--- config.mk ---
export PLATFORM = sky130hd
export DESIGN_NAME = adder_tree_pipe
export DESIGN_NICKNAME = d
export VERILOG_FILES = /design/src/rtl/adder_tree_pipe.sv
export SDC_FILE = /design/constraint.sdc
export NUM_CORES = 1
export LEC_CHECK = 0
export BUFFER_PORTS_ARGS = -buffer_cell sky130_fd_sc_hd__buf_2
export CORE_ASPECT_RATIO = 0.8
export CORE_UTILIZATION = 40
export CTS_CLUSTER_SIZE = 12
export DETAILED_ROUTE_END_ITERATION = 7
export MAX_ROUTING_LAYER = met4
export SETUP_SLACK_MARGIN = 0.15
export SYNTH_ARGS = -nofsm -noshare
export SYNTH_HDL_FRONTEND = slang
export SYNTH_SLANG_ARGS = --single-unit
export TNS_END_PERCENT = 20
--- constraint.sdc ---
create_clock -name i_clk -period 2.1 [get_ports i_clk]
set_input_delay 0.21 -clock i_clk [delete_from_list [all_inputs] [get_ports i_clk]]
set_output_delay 0.21 -clock i_clk [all_outputs]
set_load 0.05 [all_outputs]
--- src/rtl/adder_tree_pipe.sv ---
// Pipelined multi-operand signed adder: registered binary tree, then one
// format stage (wrap / saturate / scale) with a sticky overflow flag.

module adder_tree_node #(
  parameter int FW = 18
) (
  input  logic          i_clk,
  input  logic          i_rst_n,
  input  logic          i_en,
  input  logic [FW-1:0] i_a,
  input  logic [FW-1:0] i_b,
  output logic [FW-1:0] o_sum
);
  always_ff @(posedge i_clk or negedge i_rst_n)
    if (!i_rst_n)  o_sum <= '0;
    else if (i_en) o_sum <= i_a + i_b;
endmodule

module adder_tree_pipe #(
  parameter int WORD_SIZE  = 16,
  parameter int NUM_INPUTS = 4
) (
  input  logic                            i_clk,
  input  logic                            i_rst_n,
  input  logic [NUM_INPUTS*WORD_SIZE-1:0] i_data,
  input  logic [1:0]                      i_mode,
  input  logic                            i_valid,
  output logic                            o_ready,
  output logic [WORD_SIZE-1:0]            o_data,
  output logic                            o_valid,
  input  logic                            i_ready,
  input  logic                            i_clr_ovf,
  output logic                            o_ovf
);
  localparam int W      = WORD_SIZE;
  localparam int LVL    = $clog2(NUM_INPUTS);
  localparam int FW     = W + LVL;
  localparam int P      = 1 << LVL;
  localparam int STAGES = LVL + 1;

  logic                  en;
  logic [STAGES:1]       vld_pipe;
  logic [LVL:1][1:0]     mode_pipe;
  logic [P-1:0][FW-1:0]  leaf;

  // Stall is decided by the output stage alone, so bubbles never block.
  assign en      = !o_valid || i_ready;
  assign o_ready = en;
  assign o_valid = vld_pipe[STAGES];

  // Sign-extend to full precision; unused leaves are zero.
  always_comb begin
    leaf = '0;
    for (int k = 0; k < NUM_INPUTS; k++)
      leaf[k] = FW'($signed(i_data[k*W +: W]));
  end

  for (genvar l = 1; l <= LVL; l++) begin : g_lvl
    localparam int N = P >> l;
    logic [2*N-1:0][FW-1:0] src;
    logic [N-1:0][FW-1:0]   sum;
    if (l == 1) begin : g_first
      assign src = leaf;
    end else begin : g_next
      assign src = g_lvl[l-1].sum;
    end
    for (genvar j = 0; j < N; j++) begin : g_node
      adder_tree_node #(.FW(FW)) u_node (
        .i_clk   (i_clk),
        .i_rst_n (i_rst_n),
        .i_en    (en),
        .i_a     (src[2*j]),
        .i_b     (src[2*j+1]),
        .o_sum   (sum[j])
      );
    end
  end

  logic [FW-1:0] tot;
  logic          over;
  logic          ovf_hit;
  logic [W-1:0]  fmt_data;

  assign tot = g_lvl[LVL].sum[0];

  // Fits in W bits only if the top LVL+1 bits are a pure sign extension.
  assign over    = !((&tot[FW-1:W-1]) || !(|tot[FW-1:W-1]));
  assign ovf_hit = vld_pipe[LVL] && over && (mode_pipe[LVL] != 2'b10);

  always_comb begin
    fmt_data = tot[W-1:0];
    case (mode_pipe[LVL])
      2'b01: if (over) fmt_data = tot[FW-1] ? {1'b1, {(W-1){1'b0}}}
                                            : {1'b0, {(W-1){1'b1}}};
      2'b10: fmt_data = tot[FW-1:LVL];
      default: fmt_data = tot[W-1:0];
    endcase
  end

  always_ff @(posedge i_clk or negedge i_rst_n) begin
    if (!i_rst_n) begin
      vld_pipe  <= '0;
      mode_pipe <= '0;
      o_data    <= '0;
    end else if (en) begin
      vld_pipe     <= {vld_pipe[STAGES-1:1], i_valid};
      mode_pipe[1] <= i_mode;
      for (int s = 2; s <= LVL; s++)
        mode_pipe[s] <= mode_pipe[s-1];
      o_data <= fmt_data;
    end
  end

  // A new overflow beats a simultaneous clear.
  always_ff @(posedge i_clk or negedge i_rst_n) begin
    if (!i_rst_n)              o_ovf <= 1'b0;
    else if (en && ovf_hit)    o_ovf <= 1'b1;
    else if (i_clr_ovf)        o_ovf <= 1'b0;
  end
endmodule

# --- After elaboration in Yosys (flattened, before gate mapping) ---
# Index checks and enable logic that the tools add are counted.
word_totals:
  out_inout_bits: 19
  ff_bits: 78
classes:
  mux: 5
  reduce_logical: 11
  add_sub_neg: 3
  n_eq_ne: 3
op_table:
  columns: ["op", "n"]
  rows:
  - ["adder 16 x 16 -> 17 bit", 2]
  - ["two-way mux 16 bit", 2]
  - ["case mux 16 bit (2 select lines)", 1]
  - ["adder 18 bit", 1]
  - ["logical AND 1 bit", 3]
  - ["logical NOT 1 bit", 3]
  - ["AND reduction 3 bit", 1]
  - ["OR reduction 3 bit", 1]
  - ["equality test 2 x 1 -> 1 bit (second input constant)", 1]
  - ["equality test 2 bit (second input constant)", 1]
  - ["logical OR 1 bit", 2]
  - ["two-way mux 1 bit", 2]
  - ["inequality test 2 bit (second input constant)", 1]
  - ["nonzero test 2 bit", 1]

# --- Longest topological paths before layout ---
logic_depth:
  ltp_word: 8
  ltp_mapped: 9
  ltp_nobuf: 9

# --- By module ---
# Synthesis repeated with hierarchy kept, for this count alone.
hier_totals:
  hier_cells: 729
  hier_area_um2: 6533.8
modules_own_cells:
  columns: ["module", "area_each_um2", "cells_each", "seq_area_each_um2", "n_inst"]
  rows:
  - ["adder_tree_node (g_lvl[1].g_node[0].u_node ...)", 1669.1, 186, 450.4, 2]
  - ["adder_tree_pipe", 1617.8, 179, 600.6, 1]
  - ["adder_tree_node (g_lvl[2].g_node[0].u_node)", 1577.8, 178, 450.4, 1]

# --- Worst setup path after synthesis ---
# No wires, ideal clock.
synth_path:
  path_type: "reg2reg"
  startpoint: "register g_lvl[1].g_node[0].u_node.o_sum[0]"
  endpoint: "register g_lvl[2].g_node[0].u_node.o_sum[14]"
  path_stages_with_launch: 10
  setup_slack_ps: -67
  arrival_time_ps: 2045
  setup_time_ps: 122
  required_time_ps: 1978
  synth_period_minus_slack_ps: 2167
  path_cell_list: "dfrtp_1 ha_1 inv_1 fa_1 nor2b_1 o31a_1 o21ai_2 o21ai_1 or3_1 a32o_1"
synth_via:
  elab_chain_cells: 1
synth_lines:
  columns: ["item", "line", "source"]
  rows:
  - ["from (decl)", "12", "output logic [FW-1:0] o_sum"]
  - ["from (signal assigned)", "16", "else if (i_en) o_sum <= i_a + i_b;"]
  - ["adder 18 bit", "16", null]
  - ["to (signal assigned)", "16", null]
  - ["to (decl)", "12", null]
# No other way between the ends.
# A chain may end at the register's enable or synchronous reset.

# --- Worst setup path in the final report ---
# Ends and elaborated chain as after synthesis.

==> impl_summary.log <==
INFO  metric critPathKind = register to register
INFO  metric antenna_found_initial = 0
INFO  metric maxSlewHeadroom = 62.0%
INFO  metric chipWidth = 132 µm
INFO  metric setup.worst_path.end_class = register
INFO  metric unrepaired_setup_endpoints_after_global_routing = true
INFO  metric port_buffers = 89
INFO  metric post-place-ws = -0.192 ns
INFO  metric worst_setup_hold_path_clk_slew = 0.06 ns
INFO  metric final_net_count = 904
INFO  metric first_global_vias = 4,854
INFO  metric fin_util = 52.8%
INFO  metric coreArea = 0.0130 mm²
INFO  metric tightestPinTransition = 0.571 ns
INFO  metric total_switching_power = 4.45 mW
INFO  metric synth-edff-count = 0
INFO  metric finished_cell_area = 0.00687 mm²
INFO  metric tritoncts_num_sinks = 76
INFO  metric reported_leakage_power = 3.19 nW
INFO  metric fillers = 1,246
INFO  metric final_ws_setup = -0.0538 ns
INFO  metric floorplan.initialDensity = 41.6%
INFO  metric routability_driven_placement_congestion_ratio = 0.878
INFO  metric synth.net_count = 783
INFO  metric post_route_cells_drive_above_1_share = 23.5%
INFO  metric overall_power_consumption = 9.88 mW
INFO  metric buffering_stage_count_on_the_worst_path_with_inverters_included = 1
INFO  metric syn_area_per_cell = 8.23 µm²
INFO  metric timing_max_transition_violations_final = 0
INFO  metric seq_power_share = 26.4%
INFO  metric synth.yosys.warnings = 0
INFO  metric place.detailed.instances = 940
INFO  metric ctsLongestPathBuffers = 2
INFO  metric cts_root_buffer = clkbuf_16
INFO  metric postRouteAntennaNets = 0
INFO  metric detailedRoute.firstPassIterationCount = 5
INFO  metric pwr-share-comb = 57.4%
INFO  metric hold_violations = 0
INFO  metric fmax = 464 MHz
INFO  metric async_reset_ff_share = 100%
INFO  metric power-per-cell-area = 1440 mW/mm²
INFO  metric chain_of_cells_forming_the_critical_path = ha_4, inv_2, fa_2, nor2b_2, o31a_1, o21ai_2, o21ai_2, or3_1, a32o_1
INFO  metric timing.max_cap.violations = 0
INFO  metric die_area = 0.0140 mm²
INFO  metric grt_pass1_wl = 23,100 µm
INFO  metric synth_most_common_cell = nand2_1
INFO  metric grtUsageTotal = 21.1%
INFO  metric status = finished with violations
INFO  metric power.share.switching = 45.0%
INFO  metric avgRoutedWirePerCell = 14.4 µm
INFO  metric routed_wl = 13,800 µm
INFO  metric maximum_number_of_pins_on_one_net_before_global_route_repair = 47
INFO  metric post_synth_instance_area = 0.00541 mm²
INFO  metric yosysSeqAreaShare = 35.1%
INFO  metric chipHeight = 106 µm
INFO  metric timing.critical_path.arrival = 2.39 ns
INFO  metric synth_area_leaders = dfrtp_1 35%, ha_1 12%, a21oi_1 6.8%
INFO  metric path_type_of_the_worst_min_delay_path = input port to register
INFO  metric tritoncts_clock_tree = built
INFO  metric synth.top_cell.area_share = 35.1%
INFO  metric synthesis.instances = 658
INFO  metric p_int = 5.43 mW
INFO  metric overall_via_count_from_detail_route = 5,139
INFO  metric timing.final.setup_violations = 1
INFO  metric drc = 0
INFO  metric crit_path_top_delay_cell = dfrtp_1
INFO  metric place_area = 0.00636 mm²
INFO  metric worst-endpoint-required = 2.33 ns
INFO  metric synth.top_cells.by_count = 92 x nand2_1, 79 x nor2_1, 76 x dfrtp_1
INFO  metric cp_max_fo = 3
INFO  metric ys_types = 59
INFO  metric areaGrowthSynthToFinish = 26.9%
INFO  metric final_period_minus_worst_setup_slack = 2.15 ns
INFO  metric layout.cells.non_filler = 959
INFO  metric cts_htree_levels = 3
INFO  metric fp-row-count = 37
INFO  metric ios = 90
INFO  metric place.detailed.hpwl = 10,700 µm
INFO  metric antenna_cells = 0
INFO  metric globalRoute.totalOverflow = 0
INFO  metric failing_checks = setup timing
INFO  metric power.share.clock = 16.2%
INFO  metric number_of_cts_inserted_buffers = 9
INFO  metric finalCritPeriodShare = 103%
INFO  metric dr.first_iter.drc_count = 345
INFO  metric crit_path_frequent_cell = o21ai_2
INFO  metric critical-path-max-stage-delay = 0.41 ns
INFO  metric post-synth-top-area-cell = dfrtp_1
INFO  metric critPathTopFamily = compound AO/OA/AOI/OAI gates
INFO  metric irDropWorstVdd = 0.715 mV
INFO  metric yosys_most_used_dff = dfrtp_1
INFO  metric critPathLaunchType = register
INFO  metric clock_skew = 0.00773 ns
INFO  metric yosys_register_bits = 76
INFO  metric via_per_inst = 5.36
INFO  metric insertion_delay = 0.35 ns
-- kinds of logic after synthesis --
family / Yosys count / synth area share (%)
mux: 1 / 0.185
xor+xnor: 29 / 4.69
compound gates: 226 / 25.8
flops: 76 / 35.1
fa+ha+maj: 54 / 12.9
simple gates: 231 / 18.5
buf+inv: 41 / 2.84
-- cells in the final DEF, fill, tap and decap left out, drive strengths merged, types with 5 or more instances in the layout --
| cell | Yosys | routed |
|---|---|---|
| and3 | 5 | 5 |
| a21oi | 74 | 74 |
| buf | 3 | 135 |
| dfrtp | 76 | 76 |
| xnor2 | 21 | 21 |
| nand2 | 92 | 92 |
| ha | 51 | 51 |
| o21bai | 8 | 8 |
| a211oi | 10 | 10 |
| a21o | 17 | 17 |
| o21a | 5 | 5 |
| nor4 | 5 | 5 |
| inv | 15 | 17 |
| nor3 | 10 | 10 |
| xor2 | 8 | 8 |
| nand2b | 5 | 5 |
| nor2b | 6 | 6 |
| nand3 | 12 | 12 |
| o21ai | 66 | 66 |
| clkbuf | 23 | 10 |
| nor2 | 79 | 79 |
| a31oi | 7 | 7 |
| a211o | 5 | 5 |
-- registers in the layout, summed over array words and instances, names as in the netlist --
register / cells
g_lvl.g_node.u_node.o_sum: 52
mode_pipe: 4
o_data: 16
o_ovf: 1
vld_pipe: 3
-- per-layer routing --
metal / track usage [%] / vias up / wire [µm]
met2: 32.2 / 104 / 6170
met5: - / - / 0
li1: - / 2610 / -
met4: 4.24 / 0 / 84
met1: 29.0 / 2418 / 6900
met3: 4.29 / 7 / 638
-- what timing repair did --
| action | 4_1_cts | 5_1_grt |
|---|---|---|
| setup endpoints to repair | 9 | 14 |
| pin swaps | 5 | 15 |
| hold endpoints to repair | 43 | 0 |
| buffers inserted | 0 | 2 |
| hold buffers | 1 | 0 |
| gates resized for setup | 5 | 28 |
-- cell type report --
type	count	area [µm²]	area share, %
Inverter	15	56.3	0.820
Multi-Input combinational cell	541	3540	51.5
Tap cell	175	219	3.19
Clock buffer	10	239	3.48
Clock inverter	6	71.3	1.04
Timing Repair Buffer	136	842	12.3
Sequential cell	76	1900	27.7
-- worst reg2reg max path: cells and delay by family (launching register included) --
kind                       cells  cell delay (ns)
AOI/OAI and AO/OA              4             0.79
DFF                            1             0.41
and+or+nand+nor                2             0.40
adders and majority gates      2             0.39
buffers and inverters          1             0.05
-- power by group through the flow --
stage	sequential [mW]	combinational [mW]	clock (mW)
floorplan	3.05	3.14	0
global placement	2.57	5.20	0
detailed placement	2.60	5.28	0
CTS	2.58	5.34	1.65
global route	2.70	6.29	1.70
finish	2.61	5.66	1.60
-- worst paths after layout --
check                           cells past startpoint                          startpoint                                  end  slack, ns
worst min-delay path                                2                           i_clr_ovf                                o_ovf       0.05
worst max register to register                      9  g_lvl[1].g_node[0].u_node.o_sum[0]  g_lvl[2].g_node[0].u_node.o_sum[14]      -0.05
min in group asynchronous                           2                             i_rst_n                           o_data[13]       0.24
worst min register to register                      2                         vld_pipe[1]                          vld_pipe[1]       0.47
worst max-delay path                                9  g_lvl[1].g_node[0].u_node.o_sum[0]  g_lvl[2].g_node[0].u_node.o_sum[14]      -0.05
max in group asynchronous                           3                             i_rst_n   g_lvl[1].g_node[0].u_node.o_sum[9]       1.16
-- stage by stage --
| step | hold WS, ns | TNS (ns) |
|---|---|---|
| after floorplan | -0.0856 | 0 |
| after global placement | 0.0623 | -0.274 |
| after detailed placement | 0.0671 | -0.571 |
| after CTS | 0.0445 | -0.0526 |
| after global routing | 0.0498 | -0.250 |
| final | 0.0550 | -0.0538 |
Power figures use the tool's default switching activity.
